## config.mk

```make
export PLATFORM = sky130hd
export DESIGN_NAME = process_scheduler_flat
export DESIGN_NICKNAME = d
export VERILOG_FILES = /design/src/rtl/process_scheduler_if.sv /design/src/rtl/process_scheduler.sv /design/src/flat_wrapper.sv
export SDC_FILE = /design/constraint.sdc
export NUM_CORES = 1
export LEC_CHECK = 0
export ABC_AREA = 1
export BUFFER_PORTS_ARGS = -buffer_cell sky130_fd_sc_hd__buf_2
export CORE_ASPECT_RATIO = 1.75
export CORE_MARGIN = 4
export CORE_UTILIZATION = 40
export CTS_CLUSTER_SIZE = 10
export DETAILED_ROUTE_END_ITERATION = 6
export GPL_TIMING_DRIVEN = 0
export HOLD_SLACK_MARGIN = 0.15
export PLACE_DENSITY = 0.73
export SLEW_MARGIN = 20
export SYNTH_ARGS = -nofsm -noshare
export SYNTH_HDL_FRONTEND = slang
export SYNTH_SLANG_ARGS = --single-unit
```

## constraint.sdc

```tcl
create_clock -name clk -period 4.6 [get_ports clk]
set_clock_uncertainty 0.05 [all_clocks]
set_input_delay 1.38 -clock clk [delete_from_list [all_inputs] [get_ports clk]]
set_output_delay 1.38 -clock clk [all_outputs]
set_load 0.05 [all_outputs]
```

## src/rtl/process_scheduler_if.sv

```systemverilog
// Bundle between the core (control unit + PC path) and process_scheduler.
// The core drives the trigger/create side; the scheduler drives PC load, mode and status.
interface process_scheduler_if #(
    parameter int NUM_PROC = 4,
    parameter int PC_WIDTH = 10
);
    localparam int PW = $clog2(NUM_PROC);

    // Triggers are plain levels sampled each cycle: exit/swap/step only count while busy is low,
    // proc_create counts in any cycle; nothing is queued or acknowledged.
    logic                step;
    logic [PC_WIDTH-1:0] cur_pc;
    logic                proc_swap;
    logic [31:0]         new_proc_num;
    logic                proc_exit;
    logic                proc_create;
    logic [31:0]         create_num;
    logic [PC_WIDTH-1:0] create_pc;

    logic [PW-1:0]       exec_proc;
    logic                kernel_mode;
    logic                busy;
    logic                pc_load;
    logic [PC_WIDTH-1:0] pc_value;
    logic [NUM_PROC-1:0] ready_mask;
    logic                bad_proc;
    logic [1:0]          state;

    modport master (
        output step, cur_pc, proc_swap, new_proc_num, proc_exit,
               proc_create, create_num, create_pc,
        input  exec_proc, kernel_mode, busy, pc_load, pc_value,
               ready_mask, bad_proc, state
    );

    modport slave (
        input  step, cur_pc, proc_swap, new_proc_num, proc_exit,
               proc_create, create_num, create_pc,
        output exec_proc, kernel_mode, busy, pc_load, pc_value,
               ready_mask, bad_proc, state
    );
endinterface

```

## src/rtl/process_scheduler.sv

```systemverilog
// Hardware process table with round-robin context switch (RUN->SAVE->PICK->LOAD).
// Define SCHED_PREEMPT_EN to add the instruction-count quantum preemption.
module process_scheduler #(
    parameter int NUM_PROC = 4,
    parameter int PC_WIDTH = 10,
    parameter int QUANTUM  = 64
) (
    input logic                clk,
    input logic                reset,
    process_scheduler_if.slave bus
);
    localparam int PW = $clog2(NUM_PROC);

    localparam logic [1:0] ST_RUN  = 2'd0;
    localparam logic [1:0] ST_SAVE = 2'd1;
    localparam logic [1:0] ST_PICK = 2'd2;
    localparam logic [1:0] ST_LOAD = 2'd3;

    localparam logic [1:0] K_EXIT  = 2'd0;
    localparam logic [1:0] K_SWAP  = 2'd1;
    localparam logic [1:0] K_QUANT = 2'd2;

    localparam logic [PC_WIDTH-1:0] PC_ONE = PC_WIDTH'(1);
    localparam logic [31:0]         NP32   = 32'(NUM_PROC);

    logic [1:0]          state_q, state_d;
    logic [1:0]          kind_q, kind_d;
    logic [PW-1:0]       exec_q, exec_d;
    logic [PW-1:0]       target_q, target_d;
    logic [PW-1:0]       pick_q, pick_d;
    logic                kernel_q, kernel_d;
    logic                pc_load_q, pc_load_d;
    logic                bad_q, bad_d;
    logic [PC_WIDTH-1:0] pc_value_q, pc_value_d;
    logic [NUM_PROC-1:0] ready_q, ready_d;
    logic [PC_WIDTH-1:0] table_q [NUM_PROC];
    logic [PC_WIDTH-1:0] table_d [NUM_PROC];

    logic          new_ok, create_ok, quantum_hit, rr_found;
    logic [PW-1:0] new_idx, create_idx, rr_pick;
    int            rr_slot;

    // Any set bit above PW-1 (or an index past NUM_PROC) makes the request invalid.
    assign new_ok     = (bus.new_proc_num < NP32);
    assign create_ok  = (bus.create_num < NP32);
    assign new_idx    = bus.new_proc_num[PW-1:0];
    assign create_idx = bus.create_num[PW-1:0];

`ifdef SCHED_PREEMPT_EN
    localparam logic [15:0] Q_LAST = 16'(QUANTUM - 1);

    logic [15:0] cnt_q, cnt_d;
    logic        cnt_step;

    assign cnt_step    = (state_q == ST_RUN) && bus.step && (exec_q != '0);
    assign quantum_hit = cnt_step && (cnt_q == Q_LAST);

    always_comb begin
        cnt_d = cnt_q;
        if (state_q == ST_LOAD) begin
            cnt_d = '0;
        end else if (cnt_step) begin
            cnt_d = (cnt_q == Q_LAST) ? 16'd0 : cnt_q + 16'd1;
        end
    end

    always_ff @(posedge clk) begin
        if (!reset) begin
            cnt_q <= '0;
        end else begin
            cnt_q <= cnt_d;
        end
    end
`else
    logic unused_step;

    assign unused_step = bus.step;
    assign quantum_hit = 1'b0;
`endif

    // Scan user slots upward from exec+1, wrapping within 1..NUM_PROC-1; the
    // current process comes up last, and slot 0 is the fallback.
    always_comb begin
        rr_found = 1'b0;
        rr_pick  = '0;
        rr_slot  = 0;
        for (int off = 1; off < NUM_PROC; off++) begin
            rr_slot = (exec_q == '0) ? off - 1 : int'(exec_q) - 1 + off;
            if (rr_slot >= NUM_PROC - 1) begin
                rr_slot = rr_slot - (NUM_PROC - 1);
            end
            rr_slot = rr_slot + 1;
            if (!rr_found && ready_q[rr_slot[PW-1:0]]) begin
                rr_found = 1'b1;
                rr_pick  = rr_slot[PW-1:0];
            end
        end
    end

    always_comb begin
        state_d    = state_q;
        kind_d     = kind_q;
        exec_d     = exec_q;
        target_d   = target_q;
        pick_d     = pick_q;
        kernel_d   = kernel_q;
        pc_load_d  = 1'b0;
        bad_d      = bad_q;
        pc_value_d = pc_value_q;
        ready_d    = ready_q;
        table_d    = table_q;

        case (state_q)
            ST_RUN: begin
                if (bus.proc_exit) begin
                    if (exec_q != '0) begin
                        state_d = ST_SAVE;
                        kind_d  = K_EXIT;
                    end else begin
                        bad_d = 1'b1;
                    end
                end else if (bus.proc_swap) begin
                    if (!new_ok || !ready_q[new_idx]) begin
                        bad_d = 1'b1;
                    end else if (new_idx != exec_q) begin
                        state_d  = ST_SAVE;
                        kind_d   = K_SWAP;
                        target_d = new_idx;
                    end
                end else if (quantum_hit) begin
                    state_d = ST_SAVE;
                    kind_d  = K_QUANT;
                end
            end
            ST_SAVE: begin
                if (kind_q == K_EXIT) begin
                    ready_d[exec_q] = 1'b0;
                end else if (kind_q == K_SWAP) begin
                    table_d[exec_q] = bus.cur_pc;
                end else begin
                    // Preempted on the retiring step, so resume after it.
                    table_d[exec_q] = bus.cur_pc + PC_ONE;
                end
                state_d = ST_PICK;
            end
            ST_PICK: begin
                pick_d  = (kind_q == K_SWAP) ? target_q : rr_pick;
                state_d = ST_LOAD;
            end
            ST_LOAD: begin
                exec_d     = pick_q;
                kernel_d   = (pick_q == '0);
                pc_value_d = table_q[pick_q];
                pc_load_d  = 1'b1;
                state_d    = ST_RUN;
            end
            default: state_d = ST_RUN;
        endcase

        // Never collides with the SAVE write: the running slot cannot be created.
        if (bus.proc_create) begin
            if (!create_ok || (create_idx == '0) || (create_idx == exec_q)) begin
                bad_d = 1'b1;
            end else begin
                table_d[create_idx] = bus.create_pc;
                ready_d[create_idx] = 1'b1;
            end
        end
    end

    always_ff @(posedge clk) begin
        if (!reset) begin
            state_q    <= ST_RUN;
            kind_q     <= K_EXIT;
            exec_q     <= '0;
            target_q   <= '0;
            pick_q     <= '0;
            kernel_q   <= 1'b1;
            pc_load_q  <= 1'b0;
            bad_q      <= 1'b0;
            pc_value_q <= '0;
            ready_q    <= NUM_PROC'(1);
            for (int i = 0; i < NUM_PROC; i++) begin
                table_q[i] <= '0;
            end
        end else begin
            state_q    <= state_d;
            kind_q     <= kind_d;
            exec_q     <= exec_d;
            target_q   <= target_d;
            pick_q     <= pick_d;
            kernel_q   <= kernel_d;
            pc_load_q  <= pc_load_d;
            bad_q      <= bad_d;
            pc_value_q <= pc_value_d;
            ready_q    <= ready_d;
            for (int i = 0; i < NUM_PROC; i++) begin
                table_q[i] <= table_d[i];
            end
        end
    end

    assign bus.exec_proc   = exec_q;
    assign bus.kernel_mode = kernel_q;
    assign bus.busy        = (state_q != ST_RUN);
    assign bus.pc_load     = pc_load_q;
    assign bus.pc_value    = pc_value_q;
    assign bus.ready_mask  = ready_q;
    assign bus.bad_proc    = bad_q;
    assign bus.state       = state_q;
endmodule

```

## src/flat_wrapper.sv

```systemverilog
// flat-port wrapper written by rule: the top's interface ports become plain ports
module process_scheduler_flat 
#(
    parameter int NUM_PROC = 4,
    parameter int PC_WIDTH = 10,
    parameter int QUANTUM  = 64
)
  (clk, reset, bus_step, bus_cur_pc, bus_proc_swap, bus_new_proc_num, bus_proc_exit, bus_proc_create, bus_create_num, bus_create_pc, bus_exec_proc, bus_kernel_mode, bus_busy, bus_pc_load, bus_pc_value, bus_ready_mask, bus_bad_proc, bus_state);
  process_scheduler_if #(.NUM_PROC(NUM_PROC), .PC_WIDTH(PC_WIDTH)) bus_i ();
  input logic clk;
  input logic reset;
  input wire logic [$bits(bus_i.step)-1:0] bus_step;
  input wire logic [$bits(bus_i.cur_pc)-1:0] bus_cur_pc;
  input wire logic [$bits(bus_i.proc_swap)-1:0] bus_proc_swap;
  input wire logic [$bits(bus_i.new_proc_num)-1:0] bus_new_proc_num;
  input wire logic [$bits(bus_i.proc_exit)-1:0] bus_proc_exit;
  input wire logic [$bits(bus_i.proc_create)-1:0] bus_proc_create;
  input wire logic [$bits(bus_i.create_num)-1:0] bus_create_num;
  input wire logic [$bits(bus_i.create_pc)-1:0] bus_create_pc;
  output wire logic [$bits(bus_i.exec_proc)-1:0] bus_exec_proc;
  output wire logic [$bits(bus_i.kernel_mode)-1:0] bus_kernel_mode;
  output wire logic [$bits(bus_i.busy)-1:0] bus_busy;
  output wire logic [$bits(bus_i.pc_load)-1:0] bus_pc_load;
  output wire logic [$bits(bus_i.pc_value)-1:0] bus_pc_value;
  output wire logic [$bits(bus_i.ready_mask)-1:0] bus_ready_mask;
  output wire logic [$bits(bus_i.bad_proc)-1:0] bus_bad_proc;
  output wire logic [$bits(bus_i.state)-1:0] bus_state;
  assign bus_i.step = bus_step;
  assign bus_i.cur_pc = bus_cur_pc;
  assign bus_i.proc_swap = bus_proc_swap;
  assign bus_i.new_proc_num = bus_new_proc_num;
  assign bus_i.proc_exit = bus_proc_exit;
  assign bus_i.proc_create = bus_proc_create;
  assign bus_i.create_num = bus_create_num;
  assign bus_i.create_pc = bus_create_pc;
  assign bus_exec_proc = bus_i.exec_proc;
  assign bus_kernel_mode = bus_i.kernel_mode;
  assign bus_busy = bus_i.busy;
  assign bus_pc_load = bus_i.pc_load;
  assign bus_pc_value = bus_i.pc_value;
  assign bus_ready_mask = bus_i.ready_mask;
  assign bus_bad_proc = bus_i.bad_proc;
  assign bus_state = bus_i.state;
  process_scheduler #(.NUM_PROC(NUM_PROC), .PC_WIDTH(PC_WIDTH), .QUANTUM(QUANTUM)) u_core (.clk(clk), .reset(reset), .bus(bus_i));
endmodule
```

Yosys cells after proc, flatten, opt, wreduce, memory -nomap -nowiden
Index checks and enable logic that the tools add are counted.
W data, S select, Z words.
{"block": "classes", "eq_ne": 12, "div": 0, "shifts": 0, "reduce_logical": 26, "muxes": 59, "bitwise": 8, "n_addsub": 11, "order_cmp": 18, "mul": 0}
{"operator": "$mux W40", "n": 5}
{"operator": "$bwmux W40", "n": 3}
{"operator": "$ge A32 B3 Y1 const B", "n": 3}
{"operator": "$mux W32", "n": 3}
{"operator": "$add A32 B3 Y32 const B", "n": 2}
{"operator": "$lt A32 B3 Y1 const B", "n": 2}
{"operator": "$demux W10 S2", "n": 2}
{"operator": "$mux W10", "n": 4}
{"operator": "$add A32 B2 Y32 const B", "n": 1}
{"operator": "$mux W2", "n": 14}
{"operator": "$bmux W10 S2", "n": 1}
{"operator": "$lt A2 B3 Y1 const B", "n": 6}
{"operator": "$mux W1", "n": 16}
{"operator": "$mux W4", "n": 4}
{"operator": "$add A10 B1 Y10 const B", "n": 1}
{"operator": "$logic_not A2 Y1", "n": 5}
{"operator": "$reduce_and A5 Y1", "n": 2}
{"operator": "$ge A3 B3 Y1 const B", "n": 3}
{"operator": "$not A2 Y3", "n": 3}
{"operator": "$bmux W1 S2", "n": 4}
{"operator": "$pmux W2 S4", "n": 1}
{"operator": "$reduce_bool A2 Y1", "n": 4}
{"operator": "$add A2 B2 Y2 const B", "n": 3}
{"operator": "$logic_and A1 B1 Y1", "n": 6}
{"operator": "other kinds (20)", "n": 36}
{"block": "word_totals", "inputBits": 90, "n_memories": 0, "out_inout_bits": 22, "latchBits": 0, "register_bits": 67, "ram_bits": 0, "rom_bits": 0}

Longest topological paths before layout
Gate-level depths: netlist of the first run.
{"block": "depth", "depth_word": 16, "depth_mapped": 13, "depth_no_buf": 12}

Least setup slack after synthesis of the first run
No wires, ideal clock.
{"block": "synth_timing", "path_kind": "flip-flop to output port", "start": "register u_core.state_q[0] (netlist: u_core.bus.state[0])", "end": "output port bus_busy", "setup_slack_ps": 1801, "n_path_buf": 0, "path_stages_with_launch": 4, "required_time_ps": 3170, "arrival_time_ps": 1369, "cell_sequence": "dfxtp_1 inv_1 ha_1 inv_1"}
{"block": "synth_via", "elab_chain_cells": 1}
{"item": "from (decl)", "line_no": "process_scheduler.sv:26", "rtl": "logic [1:0] state_q, state_d;"}
{"item": "from (signal assigned)", "line_no": "process_scheduler.sv:187", "rtl": "state_q <= state_d;"}
{"item": "$reduce_bool A2 Y1", "line_no": "process_scheduler.sv:205", "rtl": "assign bus.busy = (state_q != ST_RUN);"}
{"item": "to (decl)", "line_no": "flat_wrapper.sv:22", "rtl": "output wire logic [$bits(bus_i.busy)-1:0] bus_busy;"}
Every way passes these cells.

Worst setup path after layout of the first run
Ends and elaborated chain as after synthesis.

==> results of run 1 <==
[per-stage QoR]
stage / instances / hold slack (ps) / total power, mW
after CTS: 892 / 417 / 1.51
after global routing: 892 / 445 / 1.55
final: 892 / 417 / 1.51
after floorplan: 644 / 390 / 0.698
after global placement: 876 / 402 / 0.774
after detailed placement: 876 / 408 / 0.777
[final cells by class]
cell class	instances	area share (%)
buffer	29	2.93
clock buffer	11	4.95
clock inverter	5	1.58
inverter	81	6.20
multi-input combinational	468	43.1
sequential	66	26.9
tap	122	3.11
timing repair buffer	110	11.2
[cells in the final DEF, fill, tap and decap left out, types with 7 or more instances in the layout]
cell and count:
a21oi_1 23, buf_2 120, clkbuf_1 17, clkbuf_16 9, dfxtp_1 66, ha_1 10
inv_1 81, nand2_1 168, nand3_1 23, nor2_1 147, o21ai_0 62, o22ai_1 7
[cell families (layout without fill, tap and decap cells)]
group | after synthesis | count (layout) | share of synthesized area (%)
adder cells (fa/ha/maj) | 10 | 10 | 3.22
AO/OA/AOI/OAI | 105 | 105 | 14.6
XOR/XNOR | 4 | 4 | 0.903
buffers and inverters | 110 | 236 | 11.5
AND/OR/NAND/NOR | 349 | 349 | 35.7
flip-flops | 66 | 66 | 34.0
[layer usage]
metal	vias to the layer above	GRT usage, %	part of all wire, %
met1	1999	24.4	35
li1	2243	-	-
met3	51	3.06	7.0
met4	0	13.0	4.4
met5	-	0	0
met2	193	42.3	54
[state kept, by name (all words and copies together) (netlist names)]
signal                  flops
u_core.table_q             40
u_core.bus.pc_value        10
u_core.bus.ready_mask       4
u_core.bus.exec_proc        2
u_core.bus.state            2
u_core.pick_q               2
u_core.target_q             2
u_core.bus.bad_proc         1
u_core.bus.kernel_mode      1
u_core.bus.pc_load          1
u_core.kind_q               1
[worst max-delay path: cells and delay by family, from the launching register on]
kind / cells / cell delay, ps
adders and majority gates: 1 / 220
buffers and inverters: 3 / 520
DFF: 1 / 420
[power by group through the flow]
stage	combinational (mW)	clock [mW]	sequential, mW
detailed placement	0.175	0	0.602
global placement	0.172	0	0.602
global route	0.192	0.768	0.592
floorplan	0.0728	0	0.626
finish	0.176	0.743	0.591
CTS	0.176	0.746	0.590
[final timing paths]
check	from	to	slack (ps)	cells past startpoint
max reg2reg	u_core.bus.exec_proc[0]$_SDFFE_PN0P_	u_core.table_q[10]$_SDFF_PN0_	2360	10
max	u_core.bus.state[0]$_SDFFE_PN0P_	bus_busy	1680	4
min	u_core.table_q[38]$_SDFF_PN0_	u_core.table_q[38]$_SDFF_PN0_	420	2
min reg2reg	u_core.table_q[38]$_SDFF_PN0_	u_core.table_q[38]$_SDFF_PN0_	420	2
==> flow_summary.ini, run 1 <==
[yosys]
synth_top_area_share_pct = 34.0
yosysWarningCount = 0
synth_area_per_cell_um2 = 6.03
synth_common_cells = nand2_1, nor2_1, inv_1
synth-edff-count = 0
ys_types = 26
synth-seq-cells = 66
synth_area_leader_cell = dfxtp_1
syn_area_um2 = 3880
syn_inst = 644
yosys.cell_count.top_type = nand2_1
syn_nets = 744
synth-seq-area-share_pct = 34.0
ys_top_cells_by_area = dfxtp_1, nand2_1, nor2_1
async_flop_share_pct = 0
ys.flop_type = dfxtp_1

[grt]
globalRouteOverflowTotal = 0
grtUsageTotal_pct = 23.3
grt_pass1_wl_mm = 20.4
antenna_found_initial = 0
grt_max_degree = 12
grt_pass1_vias = 4332

[sta]
fin_setup_tns_ps = 0
fin_ws_ps = 1680
relSlewSlack_pct = 56.2
worstMarginPinSlew_ps = 657
fmax_mhz = 342
drv_slew = 0
rsz0062_at_grt = false
final_hold_viol_count = 0
setup_viol = 0
finalCriticalPeriod_ps = 2920
fin_crit_sh_pct = 63.6

[critical_path]
cp_data_required_time_ps = 3170
worstPathMaxFanout = 5
critPathKind = reg2out
worstSetupStartpointType = flop
cp_slowest_cell = dfxtp_1
critPathMaxStageDelay_ps = 420
cp.arrival_ps = 1490
endpoint_kind = output port
crit_top_cell = inv_1
worstPathCellList = inv_1 -> ha_1 -> inv_1 -> buf_2

[floorplan]
die_h_um = 138
initial_core_util_pct = 41.0
fp.dieW_um = 82.5
die_area_um2 = 11400
coreArea_um2 = 9470
ioPinCount = 112
num_rows = 47

[clock_tree]
cts_resized = 0
cts_buffers = 9
cts_tree = built
root_buffer = clkbuf_16
clk_latency_ps = 340
path_clk_slew_ps = 60
cts_hold_buf = 0
clk_path_buf_depth = 2
cts_max_level = 3
post-cts-setup-buffers = 0
clock_sinks = 66

[layout]
final_util_pct = 51.8
regArea_um2 = 1320
fin_nets = 865
n_antenna_cell = 0
drive_gt1_share_pct = 18.4
multi_input_area_um2 = 2110
syn_to_final_growth_pct = 26.4
final.fill_count = 968
final_area_um2 = 4900

[placed_design]
portBuffers = 110
post_dp_cell_area_um2 = 4580
pre_cts_ws_ps = 1860
place.gp.congestion = 0.915
dpl.hpwl_mm = 9.70

[power_and_ir_drop]
combPwrFrac_pct = 11.7
leakage_nw = 2.50
p_int_mw = 1.13
p_clk_share_pct = 49.2
p_sw_share_pct = 25.5
power.switching_uw = 385
power_density_nw_per_um2 = 308
pwr-share-seq_pct = 39.1
ir_drop_mv = 0.202

[routing]
ant_nets = 0
drc = 0
vias = 4486
wl_per_cell_um = 14.7
wl_mm = 13.1
first_pass_iters = 5
initialDrtViolationCount = 293
vias_per_cell = 5.03

[worst_hold_path]
hold_class = reg2reg

[status]
outcome = complete, no violations

[job]
drv_cap = 0
Note: power is estimated with default switching activity, not from simulation.
==> inputs of run 2 (changes only) <==
Clock period 4.6 ns to 2.8 ns, I/O delays scaled along.
==> flow_summary.ini, run 2 (synthesis results as in run 1) <==
[layout]
final.fill_count = 968
drive_gt1_share_pct = 18.4
fin_nets = 865
regMostFlops = u_core.table_q
final_util_pct = 51.8
n_antenna_cell = 0
layout_commonest_cell = nand2_1
largest_register_ff_count = 40
syn_to_final_growth_pct = 26.4
final_area_um2 = 4900
mostFrequentLayoutCells = nand2_1, nor2_1, buf_2

[clock_tree]
post-cts-setup-buffers = 0
cts_max_level = 3
clk_latency_ps = 340
cts_buffers = 9
path_clk_slew_ps = 60
cts_hold_buf = 0
cts_tree = built
clk_path_buf_depth = 2
clock_sinks = 66
root_buffer = clkbuf_16
cts_resized = 0

[sta]
fmax_mhz = 420
setup_viol = 0
fin_crit_sh_pct = 85.1
final_hold_viol_count = 0
drv_slew = 0
worstMarginPinSlew_ps = 645
relSlewSlack_pct = 57.0
finalCriticalPeriod_ps = 2380
fin_setup_tns_ps = 0
rsz0062_at_grt = false

[grt]
grt_max_degree = 12
grtUsageTotal_pct = 23.4
antenna_found_initial = 0
grt_pass1_wl_mm = 20.4
globalRouteOverflowTotal = 0
grt_pass1_vias = 4344

[critical_path]
endpoint_kind = output port
worstSetupStartpointType = flop
timing.rr.start = u_core.bus.exec_proc[0]$_SDFFE_PN0P_
worstPathMaxFanout = 5
rr_worst_depth = 10
worstReg2RegEnd = u_core.table_q[10]$_SDFF_PN0_
cp.arrival_ps = 1490
critPathKind = reg2out
r2r_slack_ps = 590
cp_data_required_time_ps = 1910

[placed_design]
dpl.hpwl_mm = 9.70
portBuffers = 110
place.gp.congestion = 0.915
post_dp_cell_area_um2 = 4580

[routing]
wl_per_cell_um = 14.7
drc = 12
ant_nets = 0
first_pass_iters = 7
wl_mm = 13.1
initialDrtViolationCount = 288
vias_per_cell = 4.99
vias = 4453

[floorplan]
num_rows = 47
initial_core_util_pct = 41.0
coreArea_um2 = 9470
ioPinCount = 112
fp.dieW_um = 82.5
die_h_um = 138
die_area_um2 = 11400

[power_and_ir_drop]
ir_drop_mv = 0.332
leakage_nw = 2.50
p_int_mw = 1.85
power.switching_uw = 630
p_total_mw = 2.48
pwr-share-seq_pct = 39.2
power_density_nw_per_um2 = 505
p_clk_share_pct = 49.2
p_sw_share_pct = 25.4
combPwrFrac_pct = 11.7

[job]
drv_cap = 0

[status]
outcome = finished with violations
violations = design-rule violations

[worst_hold_path]
holdCritStartpoint = u_core.table_q[38]$_SDFF_PN0_
holdPathEnd = u_core.table_q[38]$_SDFF_PN0_
hold_class = reg2reg
whs_path_depth = 2
-- run 2: cell counts in the layout (fill, tap and decap cells not counted) --
No cell type changed its count.
-- run 2: power groups by stage --
stage               Combinational (mW)  Sequential, mW  Clock, mW
floorplan                        0.120            1.03          0
global placement                 0.282           0.989          0
detailed placement               0.288           0.990          0
CTS                              0.289           0.970       1.23
global route                     0.315           0.972       1.26
finish                           0.289           0.970       1.22
-- run 2: final cells by class --
class                      instances  area (µm²)  share of cell area [%]
clock inverter                     5        77.6                    1.58
inverter                          81         304                    6.20
clock buffer                      11         243                    4.95
multi-input combinational        468        2110                    43.1
tap                              122         153                    3.11
buffer                            29         144                    2.93
sequential                        66        1320                    26.9
timing repair buffer             110         551                    11.2
-- run 2: metrics by stage --
stage / setup WS (ps) / hold slack (ps) / std cells
after global placement: 657 / 402 / 876
after detailed placement: 595 / 408 / 876
after global routing: 341 / 445 / 892
after floorplan: 541 / 390 / 644
after CTS: 425 / 417 / 892
final: 416 / 417 / 892
-- run 2: worst max-delay path by stage --
stage          cells after the start                            end  slack (ps)                                  from
2_1_floorplan                      3                       bus_busy         540      u_core.bus.state[0]$_SDFFE_PN0P_
3_3_place_gp                      10   u_core.table_q[3]$_SDFF_PN0_         660                    bus_create_num[10]
3_5_place_dp                      10  u_core.table_q[10]$_SDFF_PN0_         590  u_core.bus.exec_proc[0]$_SDFFE_PN0P_
4_1_cts                            4                       bus_busy         430      u_core.bus.state[0]$_SDFFE_PN0P_
5_1_grt                            4                       bus_busy         340      u_core.bus.state[0]$_SDFFE_PN0P_
6_report                           4                       bus_busy         420      u_core.bus.state[0]$_SDFFE_PN0P_
-- run 2: critical path: stages, from the launching register on --
cell	delay [ps]
dfxtp_1	420
inv_1	90
ha_1	220
inv_1	140
buf_2	290
-- run 2: routing by layer --
metal  global-route usage, %  up-vias  part of all wire (%)
met5                       0        -                     0
met4                    12.7        0                   4.3
met3                    3.97       43                   6.4
met2                    42.3      181                    54
met1                    24.3     1986                    36
li1                        -     2243                     -
==> inputs of run 3 (changes only) <==
--- a/config.mk
+++ b/config.mk
@@ -7,3 +7,2 @@
 export LEC_CHECK = 0
-export ABC_AREA = 1
 export BUFFER_PORTS_ARGS = -buffer_cell sky130_fd_sc_hd__buf_2
@@ -16,3 +15,3 @@
 export HOLD_SLACK_MARGIN = 0.15
-export PLACE_DENSITY = 0.73
+export PLACE_DENSITY = 0.74
 export SLEW_MARGIN = 20
--- a/constraint.sdc
+++ b/constraint.sdc
@@ -4,2 +4,2 @@
 set_output_delay 0.84 -clock clk [all_outputs]
-set_load 0.05 [all_outputs]
+set_load 0.02 [all_outputs]
==> flow_summary.ini, run 3 <==
[floorplan]
coreArea_um2 = 8420
num_rows = 44
initial_core_util_pct = 41.4
ioPinCount = 112
fp.dieW_um = 78.6
die_h_um = 132
die_area_um2 = 10300

[layout]
fin_nets = 609
drive_gt1_share_pct = 28.2
final_util_pct = 52.8
n_antenna_cell = 0
final.fill_count = 808
syn_to_final_growth_pct = 27.5
regMostFlops = u_core.table_q
mostFrequentLayoutCells = buf_2, dfxtp_1, mux2i_1
largest_register_ff_count = 40
layout_commonest_cell = buf_2

[clock_tree]
cts_buffers = 9
cts_max_level = 3
clk_latency_ps = 330
clk_path_buf_depth = 2
root_buffer = clkbuf_16
cts_resized = 0
clock_sinks = 66
cts_hold_buf = 0
cts_tree = built
post-cts-setup-buffers = 0
path_clk_slew_ps = 50

[critical_path]
timing.rr.start = u_core.bus.exec_proc[0]$_SDFFE_PN0P_
endpoint_kind = flop
cp-startpoint = u_core.bus.exec_proc[0]$_SDFFE_PN0P_
critPathMaxStageDelay_ps = 600
critPathKind = reg2reg
worstPathCellList = inv_1 -> ha_1 -> clkbuf_1 -> mux4_2 -> nor3_1 -> a21oi_1 -> o221ai_1 -> o2111a_1
r2r_slack_ps = 140
cp.arrival_ps = 2880
cp_slowest_cell = mux4_2
worstSetupStartpointType = flop
cp_data_required_time_ps = 3020
worstPathMaxFanout = 8

[yosys]
synth-edff-count = 0
synth_area_leader_cell = dfxtp_1
synth_top_area_share_pct = 37.8
ys_top_cells_by_area = dfxtp_1, mux2i_1, a211oi_1
yosysWarningCount = 0
synth-seq-cells = 66
syn_inst = 388
synth_common_cells = dfxtp_1, mux2i_1, nand2_1
syn_nets = 488
ys_types = 40
synth_area_per_cell_um2 = 9.00
synth-seq-area-share_pct = 37.8
ys.flop_type = dfxtp_1
syn_area_um2 = 3490
yosys.cell_count.top_type = dfxtp_1
async_flop_share_pct = 0

[sta]
fin_crit_sh_pct = 95.1
final_hold_viol_count = 0
fmax_mhz = 375
drv_slew = 0
setup_viol = 0
relSlewSlack_pct = 37.2
rsz0062_at_grt = false
worstMarginPinSlew_ps = 942
finalCriticalPeriod_ps = 2660
fin_setup_tns_ps = 0

[routing]
wl_mm = 10.9
drc = 0
vias_per_cell = 5.41
vias = 3403
initialDrtViolationCount = 221
ant_nets = 0
first_pass_iters = 7
wl_per_cell_um = 17.3

[power_and_ir_drop]
leakage_nw = 1.92
power_density_nw_per_um2 = 504
ir_drop_mv = 0.339

[grt]
grtUsageTotal_pct = 20.9
grt_pass1_vias = 3575
grt_pass1_wl_mm = 16.9
grt_max_degree = 11
globalRouteOverflowTotal = 0
antenna_found_initial = 0

[worst_hold_path]
hold_class = reg2reg
holdCritStartpoint = u_core.table_q[30]$_SDFF_PN0_

[job]
drv_cap = 0

[placed_design]
portBuffers = 110
place.gp.congestion = 0.829
dpl.hpwl_mm = 7.92

[status]
outcome = complete, no violations
## run 3: changes by cell type after synthesis, sizes merged, moves of 17 or more
| cell | before | now |
|---|---|---|
| nand2 | 168 | 50 |
| nor2 | 148 | 39 |
| inv | 81 | 15 |
| mux2i | 0 | 54 |
| o21ai | 63 | 12 |
| a211oi | 4 | 31 |
| nand3 | 24 | 7 |
## run 3: final cells by class
cell class	instances	area (µm²)	share of cell area (%)
buffer	24	118	2.64
clock buffer	13	250	5.62
clock inverter	3	15.0	0.337
inverter	16	60.1	1.35
multi-input combinational	282	1990	44.8
sequential	66	1320	29.7
tap	115	144	3.23
timing repair buffer	110	551	12.4
## run 3: logic make-up (layout without fill, tap and decap cells)
logic type,after synthesis,in the layout,synth area share (%)
compound gates,76,76,14.9
xor+xnor,4,4,1.00
simple gates,129,129,16.9
buf+inv,40,166,5.09
fa+ha+maj,10,10,3.58
flops,66,66,37.8
mux,63,63,20.6
## run 3: layer usage
| layer | global-route usage, % | wire, µm | share of wire (%) |
|---|---|---|---|
| met1 | 20.7 | 4020 | 37 |
| met2 | 39.6 | 5780 | 53 |
| met3 | 3.77 | 748 | 6.9 |
| met4 | 11.6 | 349 | 3.2 |
| met5 | 0 | 0 | 0 |
## run 3: per-stage QoR
stage	instances	total power [mW]	hold slack (ps)	instance area [µm²]	worst slack, ps
2_1_floorplan	388	1.13	383	3490	392
3_3_place_gp	613	1.25	389	4190	189
3_5_place_dp	613	1.26	397	4190	121
4_1_cts	629	2.25	404	4450	158
5_1_grt	629	2.31	437	4450	12.9
6_report	629	2.25	404	4450	136
## run 3: critical path: cells and delay by family, from the launching register on
kind / cells / cell delay, ps
flip-flops: 1 / 540
AO/OA/AOI/OAI: 3 / 530
AND/OR/NAND/NOR: 1 / 150
buffers and inverters: 2 / 430
adder cells (fa/ha/maj): 1 / 300
multiplexers: 1 / 600
## run 3: worst paths after layout
check	to	depth (start not counted)
worst min-delay path	u_core.table_q[30]$_SDFF_PN0_	2
worst min register to register	u_core.table_q[30]$_SDFF_PN0_	2
worst max register to register	u_core.pick_q[0]$_SDFFE_PN0P_	8
worst max-delay path	u_core.pick_q[0]$_SDFFE_PN0P_	8
## run 3: report_power, final
group	total (mW)	switching (mW)	internal [mW]
Combinational	0.267	0.154	0.112
Clock	1.01	0.387	0.618
Sequential	0.973	0.0184	0.955
